==> src/rtl/ahb3lite_interconnect_slave_arbiter.sv <==
// ahb3lite_interconnect_slave_arbiter
// Per-slave-port arbiter for the AHB3-Lite multi-layer interconnect.
// Picks one owner among the master ports requesting this slave and returns a
// registered one-hot grant. It also returns the address-phase and data-phase
// master indices that drive the slave-port multiplexers.
// Ownership only moves when the slave is ready and the current owner has either
// stopped requesting or declared the transfer boundary safe (can_switch).
// Optional feature: define AHB3LITE_ARB_ROUND_ROBIN_EN for round-robin tie
// breaking among equal-priority requesters. Otherwise the lowest requesting
// index wins a tie.

module ahb3lite_interconnect_slave_arbiter #(
  parameter  int MASTERS     = 3,
  localparam int MASTER_BITS = (MASTERS > 1) ? $clog2(MASTERS) : 1
) (
  input  logic                           HCLK,
  input  logic                           HRESET,
  input  logic [MASTERS-1:0]             mst_HSEL,
  input  logic [MASTERS*MASTER_BITS-1:0] mst_priority,
  input  logic [MASTERS-1:0]             mst_can_switch,
  input  logic                           slv_HREADY,
  output logic [MASTERS-1:0]             master_granted,
  output logic [MASTER_BITS-1:0]         master_sel,
  output logic [MASTER_BITS-1:0]         data_master_sel
);

  generate
    if (MASTERS == 1) begin : g_single

      // A single master permanently owns the slave; there is nothing to arbitrate
      assign master_granted  = 1'b1;
      assign master_sel      = '0;
      assign data_master_sel = '0;

    end else begin : g_multi

      localparam logic [MASTERS-1:0] GRANT_M0 = {{(MASTERS-1){1'b0}}, 1'b1};

      logic [MASTER_BITS-1:0] owner_q;
      logic [MASTER_BITS-1:0] data_owner_q;
      logic [MASTERS-1:0]     grant_q;
      logic [MASTER_BITS-1:0] winner;
      logic [MASTER_BITS-1:0] best_prio;
      logic [MASTER_BITS-1:0] cand_prio;
      logic [MASTER_BITS-1:0] idx;
      logic                   found;
      logic                   any_req;
      logic                   switch_ok;

`ifdef AHB3LITE_ARB_ROUND_ROBIN_EN
      logic [MASTER_BITS-1:0] rr_ptr_q;
`endif

      // Ownership may move only at a slave-accepted, owner-approved boundary
      always_comb begin
        switch_ok = slv_HREADY & (~mst_HSEL[owner_q] | mst_can_switch[owner_q]);
        any_req   = |mst_HSEL;
      end

      // Pick the highest-priority requester; the first one met in scan order keeps a tie
      always_comb begin
        winner    = owner_q;
        best_prio = '0;
        cand_prio = '0;
        idx       = '0;
        found     = 1'b0;
`ifdef AHB3LITE_ARB_ROUND_ROBIN_EN
        for (int k = 1; k <= MASTERS; k++) begin
          idx       = MASTER_BITS'((int'(rr_ptr_q) + k) % MASTERS);
          cand_prio = mst_priority[idx*MASTER_BITS +: MASTER_BITS];
          if (mst_HSEL[idx] && (!found || (cand_prio > best_prio))) begin
            found     = 1'b1;
            best_prio = cand_prio;
            winner    = idx;
          end
        end
`else
        for (int i = 0; i < MASTERS; i++) begin
          idx       = MASTER_BITS'(i);
          cand_prio = mst_priority[idx*MASTER_BITS +: MASTER_BITS];
          if (mst_HSEL[idx] && (!found || (cand_prio > best_prio))) begin
            found     = 1'b1;
            best_prio = cand_prio;
            winner    = idx;
          end
        end
`endif
      end

      // Register owner and grant at switch points; data-phase owner follows on HREADY
      always_ff @(posedge HCLK) begin
        if (HRESET) begin
          owner_q      <= '0;
          grant_q      <= GRANT_M0;
          data_owner_q <= '0;
        end else begin
          if (switch_ok && any_req) begin
            owner_q <= winner;
            grant_q <= GRANT_M0 << winner;
          end
          if (slv_HREADY) begin
            data_owner_q <= owner_q;
          end
        end
      end

`ifdef AHB3LITE_ARB_ROUND_ROBIN_EN
      // Remember the last winner so equal-priority ties rotate past it
      always_ff @(posedge HCLK) begin
        if (HRESET) begin
          rr_ptr_q <= '0;
        end else if (switch_ok && any_req) begin
          rr_ptr_q <= winner;
        end
      end
`endif

      assign master_granted  = grant_q;
      assign master_sel      = owner_q;
      assign data_master_sel = data_owner_q;

    end
  endgenerate

endmodule

==> config.mk <==
export PLATFORM = sky130hd
export DESIGN_NAME = ahb3lite_interconnect_slave_arbiter
export DESIGN_NICKNAME = d
export VERILOG_FILES = /design/src/rtl/ahb3lite_interconnect_slave_arbiter.sv
export SDC_FILE = /design/constraint.sdc
export NUM_CORES = 1
export LEC_CHECK = 0
export CAP_MARGIN = 20
export CORE_MARGIN = 1
export CORE_UTILIZATION = 36
export CTS_CLUSTER_DIAMETER = 200
export DETAILED_ROUTE_END_ITERATION = 12
export PLACE_DENSITY = 0.71
export SLEW_MARGIN = 20
export SYNTH_ARGS = -nofsm -noshare
export SYNTH_HDL_FRONTEND = slang
export SYNTH_SLANG_ARGS = --single-unit
==> constraint.sdc <==
create_clock -name HCLK -period 2.49 [get_ports HCLK]
set_input_delay 0.249 -clock HCLK [delete_from_list [all_inputs] [get_ports HCLK]]
set_output_delay 0.249 -clock HCLK [all_outputs]
set_load 0.005 [all_outputs]
==> metrics.txt, run 1 <==
status complete, no violations; Ports 22; Net Switching 0.000115 W; clock share of power 0.260; post-route cell area 937 um2; Finished Layout Cells 113; DIE WIDTH 39.8 um; FF+latch count, synth 7; final antenna-violating net count 0; FF-to-FF Start master_sel[1]$_SDFFE_PP0P_; fin crit period 2.38 ns; PnR Total Power 0.000394 W; Starting Density 0.390; cells along the critical path dlygate4sd2_1, ha_4, nor2b_4, o211ai_1, and2_4, buf_4, a22o_1, ha_1, nand2_1, o211ai_1, o31a_1, o41ai_2; GRT Util Overall 0.237; Hold Buf Count CTS 0; via/cell ratio 5.54; Clk Latency, worst-skew pair 0.25 ns; core area 0.00132 mm2; initial antenna violation count 0; ant diodes 0; global route overflow 0; syn avg cell area 8.87 um2; max_cap viols 0; post-synthesis cell area 514 um2; f_max 421 MHz; Net Count, Synth 77; Final Worst Setup Slack 0.114 ns; Fill cells 97; largest net degree at the start of global routing 9; FP Rows 13; RePlAce Congestion 0.768; clock slew at reported path FFs 0.05 ns; combinational fraction of design power 0.415; internal power 0.000278 W; CP max-delay cell ha_4; FF-to-FF End master_granted[2]$_SDFFE_PP0P_; Area growth syn-to-layout 82.2%; vias in the first global route 511; fin nets 118; worst vdd ir 320 uV; Netlist cell types 30; CP max stage delay 0.29 ns; area of placed instances 773 um2; DP Worst Slack -0.426 ns; first-pass GRT wire length 2380 um; CP startpoint kind primary input; CTS Buf Count 3; most used cell, CP o211ai_1; Tcrit/Tclk final 0.954; worst hold-check path type flip-flop to flip-flop; Final Slew Violations 0; worst setup path class primary input to flip-flop; Hold Crit Depth 2; WL per Instance 14.0 um; Longest Clk Path Bufs 2; Worst Max-Slew Pin Slew 0.503 ns; Detailed Route WL 1590 um; die area 0.00158 mm2; DRT Pass-1 Iters 4; LEAKAGE 0.410 nW; final setup vio count 0; DP HPWL 1020 um; dpl cells 98; sinks on the clock net 7; CP Data Arrival Time 2.53 ns; post-synthesis sequential area ratio 0.273; initial drt markers 13; Rel. slew slack 0.664; Die H 39.8 um; HP Start master_granted[1]$_SDFFE_PP0P_; reg2reg setup slack 0.98 ns; DR vias 626; sw frac 0.293; Yosys warnings 0; Worst Setup End Kind flip-flop; cells on worst reg2reg path 4; Hold Crit Endpoint master_granted[1]$_SDFFE_PP0P_; CP Data Required Time 2.65 ns; sequential share of power 0.325; Final Skew 0.00272 ns; H-tree depth 1; CP Max Fanout 3; Cells after Synth 58; IO buf count 21; TritonCTS clock tree yes; share of post-route cells with drive strength above 1 0.357; root buffer cell clkbuf_4; Final Hold Vio Count 0; DRC errors left 0; PD cells 420 mW/mm2
==> per-layer routing <==
layer | up-vias | track usage | wire length, um
li1 | 307 | - | -
met1 | 298 | 0.332 | 715
met2 | 19 | 0.340 | 798
met3 | 2 | 0.0852 | 61
met4 | 0 | 0.0517 | 10
met5 | - | 0 | 0
==> repair_timing <==
item                       4_1_cts  5_1_grt
buffers inserted                10        1
pin swaps                       11        7
gates cloned                     0        0
setup endpoints to repair        5        5
resized for setup                7       15
==> state kept, by name (all words and copies together) (netlist names) <==
signal	cells
master_sel	2
data_master_sel	2
master_granted	3
==> layout make-up <==
cell class,count,area [um2],area share
inverters,4,15.0,0.0160
clock buffers,4,26.3,0.0280
well taps,15,18.8,0.0200
flip-flops and latches,7,140,0.150
multi-input cells,46,413,0.441
repair buffers,37,324,0.346
==> placed cells by master, fill, tap and decap left out, types with 2 or more instances in the layout <==
cell / count
a21oi_1: 4
nand2_2: 2
nor2_1: 4
mux2i_1: 2
inv_1: 3
o211ai_1: 3
clkdlybuf4s50_1: 16
dfxtp_1: 7
ha_1: 2
clkbuf_4: 3
buf_4: 16
o21ai_1: 4
clkbuf_2: 2
dlymetal6s2s_1: 2
ha_4: 2
==> kinds of logic (layout without fill, tap and decap cells) <==
| kind of cell | Yosys count | in the layout | synth area share |
|---|---|---|---|
| compound gates | 22 | 22 | 0.333 |
| simple gates | 18 | 18 | 0.214 |
| flops | 7 | 7 | 0.272 |
| buf+inv | 5 | 45 | 0.0438 |
| fa+ha+maj | 4 | 4 | 0.0973 |
| mux | 2 | 2 | 0.0389 |
==> worst max-delay path, delay by kind of cell <==
family,cells,cell delay (ns)
buf+inv,2,0.40
fa+ha+maj,2,0.56
simple gates,3,0.40
compound gates,5,0.90
==> Yosys cell counts <==
master | instances | area share
nand4bb_1 | 1 | 0.022
o311ai_1 | 1 | 0.017
and4bb_1 | 1 | 0.024
nand3_1 | 1 | 0.0097
nor2b_1 | 2 | 0.024
buf_4 | 1 | 0.015
nor2_1 | 4 | 0.029
o21ai_1 | 3 | 0.029
or2_4 | 1 | 0.017
nand2_1 | 3 | 0.022
nor4b_1 | 1 | 0.017
a21oi_1 | 5 | 0.049
inv_1 | 4 | 0.029
o41ai_2 | 1 | 0.032
mux2i_1 | 2 | 0.039
o211a_1 | 1 | 0.019
dfxtp_1 | 7 | 0.27
nor4_1 | 1 | 0.012
a22oi_1 | 1 | 0.015
nand2b_1 | 1 | 0.012
o2111ai_1 | 1 | 0.017
o311ai_2 | 1 | 0.032
o21ai_0 | 1 | 0.0097
o31a_1 | 1 | 0.017
o211ai_1 | 3 | 0.044
a311oi_1 | 1 | 0.017
a22o_1 | 1 | 0.017
and2_1 | 2 | 0.024
o311a_1 | 1 | 0.019
ha_1 | 4 | 0.097
==> how the worst max path moves through the flow <==
| stage | to | slack (ns) | startpoint | cells past startpoint |
|---|---|---|---|---|
| 3_5_place_dp | master_granted[0]$_SDFFE_PP1P_ | -0.43 | mst_HSEL[0] | 12 |
| 5_1_grt | master_sel[1]$_SDFFE_PP0P_ | -0.02 | mst_priority[3] | 12 |
| 4_1_cts | master_granted[2]$_SDFFE_PP0P_ | 0.01 | mst_priority[0] | 12 |
| 6_report | master_sel[1]$_SDFFE_PP0P_ | 0.11 | mst_priority[3] | 12 |
| 3_3_place_gp | master_granted[0]$_SDFFE_PP1P_ | -0.41 | mst_HSEL[0] | 12 |
| 2_1_floorplan | master_granted[0]$_SDFFE_PP1P_ | 0.15 | mst_HSEL[0] | 12 |
==> through the flow <==
step,hold WS [ns],util,setup TNS [ns]
detailed placement,0.484,0.587,-1.88
global placement,0.476,0.587,-1.81
global route,0.528,0.711,-0.0164
finish,0.493,0.711,0
floorplan,0.318,-,0
CTS,0.493,0.670,0
==> power by group through the flow <==
stage          Clock, W  Sequential [W]  Combinational, W
2_1_floorplan         0        0.000129         0.0000568
3_3_place_gp          0        0.000130          0.000116
3_5_place_dp          0        0.000130          0.000118
4_1_cts        0.000107        0.000128          0.000143
5_1_grt        0.000114        0.000129          0.000177
6_report       0.000103        0.000128          0.000163
Note: power is estimated with default switching activity, not from simulation.
==> inputs of run 2 (changes only) <==
--- a/config.mk
+++ b/config.mk
@@ -6,8 +6,10 @@
 export NUM_CORES = 1
 export LEC_CHECK = 0
 export CAP_MARGIN = 20
+export CELL_PAD_IN_SITES_DETAIL_PLACEMENT = 0
+export CELL_PAD_IN_SITES_GLOBAL_PLACEMENT = 1
 export CORE_MARGIN = 1
-export CORE_UTILIZATION = 36
+export CORE_UTILIZATION = 26
 export CTS_CLUSTER_DIAMETER = 200
 export DETAILED_ROUTE_END_ITERATION = 12
 export PLACE_DENSITY = 0.71
==> metrics.txt, run 2 (synthesized netlist as in run 1, its figures left out) <==
clock slew at reported path FFs 0.05 ns (about the same); area of placed instances 786 um2 (+1.6%); core area 0.00178 mm2 (+35%); initial antenna violation count 0 (unchanged); FF-to-FF Start master_sel[1]$_SDFFE_PP0P_; max_cap viols 0 (unchanged); worst hold-check path type flip-flop to flip-flop; DRT Pass-1 Iters 6 (+2); root buffer cell clkbuf_4; CP startpoint kind primary input; RePlAce Congestion 0.714 (-7.0%); Rel. slew slack 0.642 (-0.0221); fin nets 117 (-0.85%); DR vias 613 (-2.1%); CTS Buf Count 3 (unchanged); Final Skew 0.00408 ns (+0.00136 ns); HP Start master_granted[1]$_SDFFE_PP0P_; WP buf/inv 3 (+1); Tcrit/Tclk final 0.945 (-0.00931); Starting Density 0.288 (-0.102); PnR Total Power 0.000393 W (-0.14%); area of the multi-input gates 413 um2 (unchanged); CP max stage delay 0.28 ns (about the same); global route overflow 0 (unchanged); Die H 46.5 um (+17%); CP delay by family, top compound AO/OA/AOI/OAI gates; Ports 22 (unchanged); die area 0.00216 mm2 (+36%); GRT Util Overall 0.166 (-0.0715); Final Slew Violations 0 (unchanged); post-route cell area 946 um2 (+0.93%); DRC errors left 0 (unchanged); IO buf count 21 (unchanged); final antenna-violating net count 0 (unchanged); final setup TNS 0 ns (unchanged); CP max-delay cell a311oi_2; WL per Instance 13.2 um (-5.7%); ant diodes 0 (unchanged); Worst Max-Slew Pin Slew 0.536 ns (+0.0330 ns); DP HPWL 1060 um (+3.5%); LEAKAGE 0.415 nW (+1.2%); Fill cells 163 (+68%); Area growth syn-to-layout 83.9%; RSZ-0062 raised after global routing no; dpl cells 108 (+10%); Longest Clk Path Bufs 2 (unchanged); sinks on the clock net 7 (unchanged); commonest non-fill, non-tap cell in the layout clkdlybuf4s50_1; share of post-route cells with drive strength above 1 0.361 (+0.00368); largest net degree at the start of global routing 9 (unchanged); TritonCTS clock tree yes; worst setup path class primary input to flip-flop; Detailed Route WL 1620 um (+1.8%); Worst Setup End Kind flip-flop; max reg flops 3 (unchanged); fin crit period 2.35 ns (-0.0232 ns); CP Max Fanout 3 (unchanged); via/cell ratio 5.02 (-9.3%); f_max 425 MHz (+0.99%); Clk Latency, worst-skew pair 0.25 ns (about the same); first-pass GRT wire length 2470 um (+3.8%); vias in the first global route 589 (+15%); Final Hold Vio Count 0 (unchanged); register area 140 um2 (unchanged); PD cells 416 mW/mm2 (-1.1%); most frequent cells in the layout clkdlybuf4s50_1, buf_4, dfxtp_1, a21oi_1, nor2_1; Hold Buf Count CTS 0 (unchanged); Finished Layout Cells 122 (+8.0%); CP Data Required Time 2.65 ns (about the same); worst vdd ir 263 uV (-18%); final setup vio count 0 (unchanged); DIE WIDTH 46.5 um (+17%); H-tree depth 1 (unchanged); CP Data Arrival Time 2.51 ns (-0.02 ns); initial drt markers 16 (+3); status complete, no violations; FP Rows 15 (+2); Setup crit start mst_priority[1]; cells along the critical path clkbuf_2, nand2_2, ha_4, nor2b_4, o211ai_1, and2_4, buf_4, a22o_1, ha_1, nand2_1, o211ai_1, buf_4, o31a_1, a311oi_2
## run 2: changes by cell type in the layout (fill, tap and decap cells not counted), sizes merged
cell,change
buf,-1
dlygate4sd2,-1
dlymetal6s2s,+1
## run 2: per-stage QoR
stage               setup slack [ns]   util  hold WS [ns]
finish                         0.138  0.531         0.488
floorplan                      0.149      -         0.318
global route                  0.0520  0.531         0.529
global placement              -0.369  0.441         0.472
CTS                           0.0112  0.481         0.493
detailed placement            -0.467  0.441         0.486
## run 2: path summary, 6_finish.rpt
check | end | slack (ns) | depth (start not counted)
worst max register to register | master_granted[2]$_SDFFE_PP0P_ | 1.10 | 4
worst max-delay path | master_granted[2]$_SDFFE_PP0P_ | 0.14 | 14
worst min-delay path | master_granted[1]$_SDFFE_PP0P_ | 0.49 | 2
worst min register to register | master_granted[1]$_SDFFE_PP0P_ | 0.49 | 2
## run 2: cell type report
cell class	instances	area share
Clock buffer	4	0.0278
Timing Repair Buffer	36	0.339
Multi-Input combinational cell	46	0.437
Sequential cell	7	0.148
Tap cell	25	0.0331
Inverter	4	0.0159
## run 2: power by group
group / internal, W / leakage, nW / total, W / switching [W]
clock: 0.0000611 / 0.0150 / 0.000102 / 0.0000413
combinational: 0.0000978 / 0.343 / 0.000163 / 0.0000651
sequential: 0.000120 / 0.0572 / 0.000128 / 0.00000766
## run 2: worst register-to-register path, cell delays in order (launching register included)
cell	delay [ns]
dfxtp_1	0.46
and4bb_1	0.24
nor2_1	0.23
a21oi_1	0.12
a311oi_2	0.25
## run 2: layer usage
layer | share of wire | GRT usage | up-vias
li1 | - | - | 304
met1 | 0.44 | 0.201 | 286
met2 | 0.50 | 0.269 | 23
met3 | 0.056 | 0.0706 | 0
met4 | 0 | 0.0353 | 0
met5 | 0 | 0 | -
## run 2: repair_timing
action,in CTS,in global routing
resized for setup,4,19
setup endpoints to repair,5,5
buffers inserted,6,4
pin swaps,8,7
==> RTL edit 1: new RTL, settings of run 1 <==
Set the parameter `MASTERS` to 6 (it was 3).
--- a/src/rtl/ahb3lite_interconnect_slave_arbiter.sv
+++ b/src/rtl/ahb3lite_interconnect_slave_arbiter.sv
@@ -10,7 +10,7 @@
 // index wins a tie.
 
 module ahb3lite_interconnect_slave_arbiter #(
-  parameter  int MASTERS     = 3,
+  parameter  int MASTERS     = 6,
   localparam int MASTER_BITS = (MASTERS > 1) ? $clog2(MASTERS) : 1
 ) (
   input  logic                           HCLK,
Ports: changed (6 resized); port bits go from 22 to 45. No check against the original RTL was run, so the function may have changed too.
==> RTL edit 1 against run 1 <==
- area after synthesis grew 140%
- wire length grew to 2.9 times the old value
- count of clock-buffer cells in the layout shrank 1
- total power rose to 3.3 times the old value
- critical path type unchanged
- sequential share of layout area down 5.5 points
- worst hold slack lost 0.028 ns
- setup slack lost 3.4 ns
- global-route usage fell by 1.5 points
- final area grew to 2.7 times the old value
- the run now ends with negative setup slack left
- sequential cell count increased by 5
- cell count increased to 2.5 times the old value
- critical path depth up 20
- synthesized cell count increased to 2.6 times the old value
==> RTL edit 1: results <==
export IMPL_run_status="finished, violations left"
export IMPL_failed_checks="negative setup slack"
export IMPL_placed_cell_area_um2=2060
export IMPL_met3RoutedLength_um=194
export IMPL_p_leak_nw=1.02
export IMPL_clkTransAtPathRegs_ns=0.08
export IMPL_met2WireLength_mm=2.35
export IMPL_globalplace_congestion=0.752
export IMPL_critPathMaxStageDelay_ns=0.57
export IMPL_fin_skew_ns=0.000793
export IMPL_vdd_drop_max_mv=0.350
export IMPL_final_antenna_net_count=0
export IMPL_post_synth_most_frequent_cells="18 x sky130_fd_sc_hd__inv_1, 15 x sky130_fd_sc_hd__ha_1, 13 x sky130_fd_sc_hd__nand2_1, 13 x sky130_fd_sc_hd__nor2_1, 12 x sky130_fd_sc_hd__dfxtp_1"
export IMPL_worst_slew_pin_slew_ns=0.623
export IMPL_postSynthNetCount=198
export IMPL_postRouteWirelength_mm=4.62
export IMPL_final_setup_violation_count=9
export IMPL_dr_first_iter_drc_count=66
export IMPL_grtUsageTotal=0.222
export IMPL_numPlacedInstances=266
export IMPL_nets=292
export IMPL_post_synth_num_cell_types=46
export IMPL_worstSkewPairLatency_ns=0.27
export IMPL_routedLengthMet1_mm=1.97
export IMPL_worstPathMaxFanout=6
export IMPL_netlist_top_cells_area="sky130_fd_sc_hd__dfxtp_1 19%, sky130_fd_sc_hd__ha_1 15%, sky130_fd_sc_hd__mux2i_1 5.6%"
export IMPL_slowest_stage="sky130_fd_sc_hd__clkdlybuf4s50_1"
export IMPL_synth_sequential_area_ratio=0.192
export IMPL_route_detailed_vias_per_inst=5.30
export IMPL_hpwlAfterDp_mm=3.00
export IMPL_maximum_number_of_pins_on_one_net_before_global_route_repair=13
export IMPL_worstRegToRegCells=7
export IMPL_tns_ns=-29.04
export IMPL_average_footprint_of_a_synthesized_cell_um2=8.33
export IMPL_port_buffers=44
export IMPL_cts_htree_levels=1
export IMPL_number_of_global_route_vias_before_repair=1507
export IMPL_cellInternalPower_w=0.000795
export IMPL_layout_drive_gt1_share=0.508
export IMPL_largest_reg_flops=6
export IMPL_avgRoutedWirePerCell_um=16.0
export IMPL_finalWorstSetupSlack_ns=-3.29
export IMPL_first_pass_grt_wire_length_mm=6.21
## RTL edit 1: cell count changes after synthesis, moves of 4 or more
cell	change
sky130_fd_sc_hd__o21ai_1	+4
sky130_fd_sc_hd__inv_1	+14
sky130_fd_sc_hd__nand2_1	+10
sky130_fd_sc_hd__a22oi_1	+4
sky130_fd_sc_hd__ha_1	+11
sky130_fd_sc_hd__nor2_1	+9
sky130_fd_sc_hd__mux2i_1	+5
sky130_fd_sc_hd__dfxtp_1	+5
sky130_fd_sc_hd__a21oi_1	+4
## RTL edit 1: repair_timing
item / in CTS / in global routing
endpoints found under the setup margin: 9 / 9
gates resized for setup: 65 / 16
buffers inserted: 14 / 5
cloned: 0 / 0
pin swaps: 39 / 30
## RTL edit 1: critical path: cells and delay by family
family,cells,cell delay (ns)
and+or+nand+nor,6,0.82
buffers and inverters,7,1.46
muxes,2,0.60
adders and majority gates,4,1.02
AOI/OAI and AO/OA,13,1.83
## RTL edit 1: final cells by class
class | count | area, um^2
Clock buffer | 3 | 22.5
Fill cell | 215 | 807
Inverter | 18 | 67.6
Multi-Input combinational cell | 117 | 1330
Sequential cell | 12 | 240
Tap cell | 46 | 57.6
Timing Repair Buffer | 92 | 813
## RTL edit 1: metrics by stage
step | hold WS, ns | worst slack, ns
floorplan | 0.314 | -3.25
global placement | 0.445 | -4.06
detailed placement | 0.455 | -4.35
CTS | 0.465 | -3.18
global route | 0.478 | -3.54
finish | 0.465 | -3.29
## RTL edit 1: logic make-up after synthesis
family | after synthesis | share of synthesized area
AO/OA/AOI/OAI | 45 | 0.294
adder cells (fa/ha/maj) | 15 | 0.150
buffers and inverters | 21 | 0.0771
flip-flops | 12 | 0.192
multiplexers | 10 | 0.0861
AND/OR/NAND/NOR | 47 | 0.200
## RTL edit 1: per-layer routing
metal,track usage,vias to the layer above
li1,-,737
met1,0.241,728
met2,0.446,49
met3,0.0405,12
met4,0.0390,0
met5,0,-
## RTL edit 1: final timing paths
path / from / to / slack [ns]
min: master_granted[5] / master_granted[5] / 0.47
max: mst_HSEL[1] / master_granted[2] / -3.29
max reg2reg: master_sel[0] / master_granted[2] / 0.40
min reg2reg: master_granted[5] / master_granted[5] / 0.47
## RTL edit 1: power by group through the flow
stage	Sequential (W)	Combinational [W]	Clock (W)
3_3_place_gp	0.000246	0.000610	0
5_1_grt	0.000247	0.00100	0.000134
6_report	0.000244	0.000938	0.000124
2_1_floorplan	0.000245	0.000393	0
4_1_cts	0.000243	0.000842	0.000123
3_5_place_dp	0.000247	0.000640	0
==> RTL edit 2: new RTL, config.mk and constraints of run 1 <==
Without the edit above. Register the input `mst_can_switch` before use, with the module's reset. The logic sees it one clock later. The other inputs are not delayed to match.
--- a/src/rtl/ahb3lite_interconnect_slave_arbiter.sv
+++ b/src/rtl/ahb3lite_interconnect_slave_arbiter.sv
@@ -23,6 +23,16 @@
   output logic [MASTER_BITS-1:0]         master_sel,
   output logic [MASTER_BITS-1:0]         data_master_sel
 );
+
+  logic [MASTERS-1:0] mst_can_switch_q;
+
+  always_ff @(posedge HCLK) begin
+    if (HRESET) begin
+      mst_can_switch_q <= '0;
+    end else begin
+      mst_can_switch_q <= mst_can_switch;
+    end
+  end
 
   generate
     if (MASTERS == 1) begin : g_single
@@ -53,7 +63,7 @@
 
       // Ownership may move only at a slave-accepted, owner-approved boundary
       always_comb begin
-        switch_ok = slv_HREADY & (~mst_HSEL[owner_q] | mst_can_switch[owner_q]);
+        switch_ok = slv_HREADY & (~mst_HSEL[owner_q] | mst_can_switch_q[owner_q]);
         any_req   = |mst_HSEL;
       end
 
Check against the original RTL: not equivalent (a bounded check fails within 4 cycles, from zero or initial values and one cycle with HRESET high).
==> RTL edit 2 against run 1 <==
- setup slack better by 0.049 ns
- sequential cell count up 3
- combinational power down 17%
- via count down 17%
- critical path depth up 1
- total power up 16%
- wire length down 22%
- final area down 1.1%
- core utilization down 0.76 points
- area after synthesis up 1.2%
==> RTL edit 2: results <==
export IMPL_run_status="finished, final reports clean"
export IMPL_slowest_stage="sky130_fd_sc_hd__ha_1"
export IMPL_layout_drive_gt1_share=0.308
export IMPL_number_of_global_route_vias_before_repair=450
export IMPL_multi_input_cells=38
export IMPL_final_signal_inverter_count=8
export IMPL_dpl_worst_slack_ns=-0.505
export IMPL_maximum_number_of_pins_on_one_net_before_global_route_repair=11
export IMPL_netlist_top_cells_area="sky130_fd_sc_hd__dfxtp_1 38%, sky130_fd_sc_hd__ha_1 9.6%, sky130_fd_sc_hd__inv_1 5.0%"
export IMPL_vias=521
export IMPL_main_combinational_cell_family_by_area_after_synthesis="simple AND/OR/NAND/NOR gates"
export IMPL_comb_power_share=0.299
export IMPL_postSynthNetCount=76
export IMPL_synth_sequential_area_ratio=0.385
export IMPL_fillerInstances=100
export IMPL_clkPwrFrac=0.308
export IMPL_hpwlAfterDp_um=936
export IMPL_multi_input_comb_area_um2=355
export IMPL_worstPathMaxFanout=5
export IMPL_seq_area_frac=0.216
export IMPL_net_switching_fraction_of_the_power=0.246
export IMPL_number_of_signal_net_buffers_in_the_layout=31
export IMPL_worstPathArrival_ns=2.46
export IMPL_post_synth_most_frequent_cells="10 x sky130_fd_sc_hd__dfxtp_1, 7 x sky130_fd_sc_hd__inv_1, 5 x sky130_fd_sc_hd__nor2_1"
export IMPL_post_synth_fa_ha_maj_area_fraction=0.0962
export IMPL_post_synth_num_cell_types=26
export IMPL_p_leak_nw=0.410
export IMPL_first_pass_grt_wire_length_mm=1.87
export IMPL_dr_first_iter_drc_count=4
export IMPL_layout_sequential_cells=10
export IMPL_fin_skew_ns=0.00452
export IMPL_clock_tree_area_fraction=0.0391
[RTL edit 2: cell types whose count changed after synthesis, moves of 3 or more]
cell                              run 1  this run
sky130_fd_sc_hd__a21oi_1              5         1
sky130_fd_sc_hd__dfxtp_1              7        10
sky130_fd_sc_hd__inv_1                4         7
sky130_fd_sc_hd__o211ai_1             3         0
sky130_fd_sc_hd__o21ai_1              3         0
[RTL edit 2: worst min-delay path, stage by stage (launching register included)]
cell	delay (ns)
sky130_fd_sc_hd__dfxtp_1	0.31
sky130_fd_sc_hd__inv_1	0.07
sky130_fd_sc_hd__a221oi_2	0.06
[RTL edit 2: path summary, 6_finish.rpt]
check	slack [ns]	cells after the start	to	startpoint
max	0.16	13	master_granted[2]	mst_HSEL[0]
min	0.49	2	master_granted[2]	master_granted[2]
max reg2reg	0.88	5	master_granted[0]	master_sel[1]
min reg2reg	0.49	2	master_granted[2]	master_granted[2]
[RTL edit 2: metrics by stage]
stage	power [W]	instances	hold WS (ns)	instance area (um^2)	TNS, ns
detailed placement	0.000301	100	0.471	812	-2.41
floorplan	0.000234	57	0.377	527	0
CTS	0.000451	105	0.483	882	0
finish	0.000456	106	0.488	927	0
global placement	0.000299	100	0.477	812	-2.08
global route	0.000484	106	0.515	927	-0.0130
[RTL edit 2: metal layers]
| metal | part of all wire | GRT usage | vias up | wire (um) |
|---|---|---|---|---|
| met4 | 0 | 0.0517 | 0 | 0 |
| met5 | 0 | 0 | - | 0 |
| li1 | - | - | 277 | - |
| met2 | 0.51 | 0.270 | 7 | 638 |
| met1 | 0.47 | 0.239 | 237 | 584 |
| met3 | 0.015 | 0.0833 | 0 | 18 |
[RTL edit 2: repair_timing]
action                     CTS  global route
buffers inserted             1             1
hold buffers                 0             0
gates resized for setup      9             8
pin swaps                    6             7
setup endpoints to repair    5             5
gates cloned                 0             0
